--- config.mk ---
export PLATFORM = sky130hd
export DESIGN_NAME = requant_stage
export DESIGN_NICKNAME = d
export VERILOG_FILES = /design/src/rtl/requant_stage.sv
export SDC_FILE = /design/constraint.sdc
export NUM_CORES = 2
export LEC_CHECK = 0
export BUFFER_PORTS_ARGS = -buffer_cell sky130_fd_sc_hd__buf_2
export CORE_ASPECT_RATIO = 0.8
export CORE_UTILIZATION = 67
export CTS_BUF_LIST = sky130_fd_sc_hd__clkbuf_4
export DETAILED_ROUTE_END_ITERATION = 10
export GPL_TIMING_DRIVEN = 1
export PLACE_DENSITY = 0.84
export SLEW_MARGIN = 10
export SYNTH_ARGS = -nofsm -noshare
export SYNTH_HDL_FRONTEND = slang
export SYNTH_SLANG_ARGS = --single-unit
--- constraint.sdc ---
create_clock -name clk -period 15.9 [get_ports clk]
set_input_delay 2.385 -clock clk [delete_from_list [all_inputs] [get_ports clk]]
set_output_delay 2.385 -clock clk [all_outputs]
set_load 0.005 [all_outputs]
--- src/rtl/requant_stage.sv ---
// Requantizes int32 conv1d accumulators to int8 in 3 cycles; the whole pipe stalls when the output is held.
// Define REQUANT_PER_CHANNEL_EN for per-channel bias/mult/shift tables instead of single registers.
module requant_stage #(
  parameter int MAX_CHANNELS = 128,
  parameter int PIPE_STAGES  = 3
) (
  input  logic        clk,
  input  logic        reset,
  input  logic        in_valid,
  output logic        in_ready,
  input  logic [31:0] in_acc,
  input  logic [6:0]  in_channel,
  output logic        out_valid,
  input  logic        out_ready,
  output logic [7:0]  out_data,
  input  logic        cfg_we,
  input  logic [2:0]  cfg_sel,
  input  logic [6:0]  cfg_idx,
  input  logic [31:0] cfg_data
);

  logic [31:0] bias_rd, mult_rd;
  logic [5:0]  shift_rd;
  logic        unused_ok;

`ifdef REQUANT_PER_CHANNEL_EN
  logic [31:0] bias_q  [MAX_CHANNELS];
  logic [31:0] mult_q  [MAX_CHANNELS];
  logic [5:0]  shift_q [MAX_CHANNELS];

  always_ff @(posedge clk) begin
    if (!reset && cfg_we) begin
      case (cfg_sel)
        3'd0: bias_q[cfg_idx]  <= cfg_data;
        3'd1: mult_q[cfg_idx]  <= cfg_data;
        3'd2: shift_q[cfg_idx] <= cfg_data[5:0];
        default: ;
      endcase
    end
  end

  // Combinational read of registered tables: a same-cycle write is seen only by later beats.
  assign bias_rd  = bias_q[in_channel];
  assign mult_rd  = mult_q[in_channel];
  assign shift_rd = shift_q[in_channel];
`else
  logic [31:0] bias_q, mult_q;
  logic [5:0]  shift_q;

  always_ff @(posedge clk) begin
    if (reset) begin
      bias_q  <= 32'd0;
      mult_q  <= 32'h4000_0000;
      shift_q <= 6'd0;
    end else if (cfg_we) begin
      case (cfg_sel)
        3'd0: bias_q  <= cfg_data;
        3'd1: mult_q  <= cfg_data;
        3'd2: shift_q <= cfg_data[5:0];
        default: ;
      endcase
    end
  end

  assign bias_rd  = bias_q;
  assign mult_rd  = mult_q;
  assign shift_rd = shift_q;
`endif

  logic [31:0] offset_q;
  logic [7:0]  act_min_q, act_max_q;

  always_ff @(posedge clk) begin
    if (reset) begin
      offset_q  <= 32'd0;
      act_min_q <= 8'h80;
      act_max_q <= 8'h7F;
    end else if (cfg_we) begin
      case (cfg_sel)
        3'd3: offset_q  <= cfg_data;
        3'd4: act_min_q <= cfg_data[7:0];
        3'd5: act_max_q <= cfg_data[7:0];
        default: ;
      endcase
    end
  end

  logic        s1_vld_q, s2_vld_q, out_vld_q;
  logic [31:0] s1_x_q, s1_mult_q, s2_y_q;
  logic [5:0]  s1_shift_q, s2_rsh_q;
  logic [7:0]  out_data_q;

  // Stage 2: optional left shift, then rounding doubling high multiply.
  logic [4:0]         lsh;
  logic [31:0]        xs, y_d;
  logic signed [63:0] prod, rnd;
  logic [5:0]         rsh_d;

  assign lsh   = s1_shift_q[5] ? 5'd0 : s1_shift_q[4:0];
  assign xs    = s1_x_q << lsh;
  assign prod  = $signed({{32{xs[31]}}, xs}) * $signed({{32{s1_mult_q[31]}}, s1_mult_q});
  assign rnd   = prod + 64'sd1073741824;
  assign y_d   = (xs == 32'h8000_0000 && s1_mult_q == 32'h8000_0000) ? 32'h7FFF_FFFF : rnd[62:31];
  assign rsh_d = s1_shift_q[5] ? (6'd0 - s1_shift_q) : 6'd0;

  // Stage 3: round half away from zero on the magnitude, then offset and clamp.
  logic               neg;
  logic [33:0]        mag, half, q;
  logic signed [34:0] v, sum, amin, amax, clamped;
  logic [7:0]         res_d;

  assign neg  = s2_y_q[31];
  assign mag  = neg ? (34'd0 - {{2{s2_y_q[31]}}, s2_y_q}) : {2'b00, s2_y_q};
  assign half = (s2_rsh_q == 6'd0) ? 34'd0 : (34'd1 << (s2_rsh_q - 6'd1));
  assign q    = (mag + half) >> s2_rsh_q;
  assign v    = neg ? -$signed({1'b0, q}) : $signed({1'b0, q});
  assign sum  = v + $signed({{3{offset_q[31]}}, offset_q});
  assign amin = $signed({{27{act_min_q[7]}}, act_min_q});
  assign amax = $signed({{27{act_max_q[7]}}, act_max_q});

  always_comb begin
    clamped = sum;
    if (clamped < amin) clamped = amin;
    if (clamped > amax) clamped = amax;
    res_d = clamped[7:0];
  end

  assign in_ready = !reset && (!out_vld_q || out_ready);

  always_ff @(posedge clk) begin
    if (reset) begin
      s1_vld_q   <= 1'b0;
      s2_vld_q   <= 1'b0;
      out_vld_q  <= 1'b0;
      out_data_q <= 8'h00;
    end else if (in_ready) begin
      s1_vld_q   <= in_valid;
      s1_x_q     <= in_acc + bias_rd;
      s1_mult_q  <= mult_rd;
      s1_shift_q <= shift_rd;
      s2_vld_q   <= s1_vld_q;
      s2_y_q     <= y_d;
      s2_rsh_q   <= rsh_d;
      out_vld_q  <= s2_vld_q;
      if (s2_vld_q) out_data_q <= res_d;
    end
  end

  assign out_valid = out_vld_q;
  assign out_data  = out_data_q;

`ifdef REQUANT_PER_CHANNEL_EN
  assign unused_ok = ^{rnd[63], clamped[34:8], 1'(PIPE_STAGES != 3)};
`else
  assign unused_ok = ^{rnd[63], clamped[34:8], cfg_idx, in_channel,
                       1'(PIPE_STAGES != 3), 1'(MAX_CHANNELS != 128)};
`endif

endmodule

==> results.toml <==
[run_status]
status = "finished, final reports clean"

[clocking]
clockRootBuffer = "clkbuf_4"
cts_made_buffers = 66
clkTransAtPathRegs_ns = 0.07
cts_tree = "done"
ctsLongestPathBuffers = 3
clock_sinks = 237
htree_num_levels = 3
clk_latency_ns = 0.78

[finish]
num-nets-final = 8040
final_layout_size_suffix_gt1_share_pct = 7.53
final_common_cell = "nand2_1"
final_cell_mix = "nand2_1 (1,213), inv_1 (1,185), fa_1 (1,076), ha_1 (352), and2_1 (254)"
syn_to_final_growth_pct = 5.44

[setup_path]
slowest_delay_ns = 0.63
r2r_setup_slack_ns = 0.70
critPathKind = "flop to flop"
critPathRequiredTime_ns = 16.52
crit_slowest_cell = "a211oi_1"
cp-end-kind = "flop"
cp.arrival_ns = 15.82
startpoint_type = "flop"
critical_path.most_common_cell = "o21ai_0"
critPathMaxFanout = 20

[global_route]
grt_max_degree = 90
grt_first_pass_wirelength_mm = 266
grt-busiest-layer = "met2"
grt_use_met3_pct = 9.47
antenna_found_initial = 3
gr-total-overflow = 0
grt_usage_pct = 40.2
grt_pass1_vias = 50000
grt_util_met2_pct = 64.0
met1_usage_pct = 51.5

[synth]
async_reset_ff_share_pct = 0
post_synth.cell_area_avg_sq_um = 8.58
synth_edf_count = 108
postSynthCellCount = 6529
syn-cell-area_sq_mm = 0.0560
synthFlopType = "dfxtp_1"
yosysUniqueCellTypes = 95
synth_fp_nets = 8044
yosysWarnings = 0
synth_seq_cells = 237
ys_seq_area_share_pct = 10.4

[sta]
worst_pin_slew_ns = 1.23
finalCriticalPeriod_ns = 15.20
max_freq_mhz = 65.8
hold_viol = 0
slew_viol_final = 0
finalCritPeriodShare_pct = 95.6
fin_setup_tns_ns = 0
fin_worst_skew_ns = 0.0893
slew_headroom_pct = 17.6
setup_viol = 0

[floorplan]
dieArea_sq_mm = 0.0848
core_sq_mm = 0.0824
dieWidth_um = 325
initial_utilization_pct = 67.9
die-height_um = 261
ios = 96
rows = 94

[drt]
routedWlPerCell_um = 21.6
drc = 0
vias = 47600
drt_iter0_drc = 4818
dr.pass1.iters = 6
viasPerCell = 6.20
drt_wl_total_mm = 166
final_antenna_net_count = 0

[placement]
place_congestion = 0.995
dp_hpwl_mm = 126
port-buffer-count = 81

[job]
drv_cap = 0

[hold_path]
hp-class = "flop to flop"
-- worst max-delay path: cells and delay by family (launching register included) --
family	cells	cell delay [ns]
mux	2	0.45
simple gates	21	5.39
buf+inv	2	0.36
flops	1	0.46
fa+ha+maj	4	1.11
compound gates	27	6.31
xor+xnor	4	1.05
-- metrics by stage --
step	worst slack [ns]	util [%]	instance area, sq um	instances	hold slack (ns)
after detailed placement	0.693	70.4	58000	7559	0.416
after floorplan	2.08	-	56000	6529	0.408
after global placement	0.739	70.4	58000	7559	0.412
final	0.700	71.6	59100	7685	0.394
after CTS	0.504	71.5	58900	7679	0.409
after global routing	-0.00272	71.6	59100	7682	0.400
-- metal layers --
metal  routed length, um  up-vias
li1                    -    20600
met1               61100    23400
met2               75300     2885
met3               19100      770
met4               10200        2
met5                  10        -
-- worst paths after layout --
check / start / to / cells past startpoint
max: s2_y_q[4] / out_data[1] / 60
min: mult_q[8] / s1_mult_q[8] / 0
max reg2reg: s2_y_q[4] / out_data[1] / 60
min reg2reg: mult_q[8] / s1_mult_q[8] / 0
-- registers in the layout (all words and copies together) (netlist names) --
register / cells
out_valid: 1
s1_shift_q: 6
s2_y_q: 32
s1_vld_q: 1
s1_mult_q: 32
offset_q: 32
s1_x_q: 32
s2_rsh_q: 6
shift_q: 6
s2_vld_q: 1
act_max_q: 8
out_data: 8
mult_q: 32
act_min_q: 8
bias_q: 32
-- final cells by class --
class                   instances  area [sq um]
multi-input cells            4772         44700
fillers                      6056         23400
flip-flops and latches        237          5830
inverters                    1186          4450
repair buffers                262          1770
well taps                    1104          1380
clock buffers                  91           683
clock inverters                29           233
diodes                          4          10.0
-- synth_stat cells, types with 68 or more instances --
cell type	count	share of area, %
nor2_1	247	1.7
xnor2_1	128	2.0
ha_1	353	7.9
fa_1	1076	38
edfxtp_1	108	5.8
dfxtp_1	129	4.6
inv_1	1185	7.9
clkbuf_1	308	2.1
o21ai_0	161	1.4
nand3_1	68	0.61
and2_1	256	2.9
nand2_1	1213	8.1
a21oi_1	259	2.3
mux2i_1	89	1.6
-- timing repair --
action                                  4_1_cts  5_1_grt
resized for setup                             0       22
hold buffers                                  0        0
setup buffers                                 0        2
endpoints found under the setup margin        0        8
-- kinds of logic after synthesis --
group,synth area share (%)
adders and majority gates,46.3
muxes,2.27
and+or+nand+nor,17.7
AOI/OAI and AO/OA,10.4
other,0.00669
DFF,10.4
buffers and inverters,10.2
xor gates and xnor gates,2.70
Power is left out: the tool's default activity adds up to more than one toggle a clock period on the data nets, which glitch-free logic cannot reach.
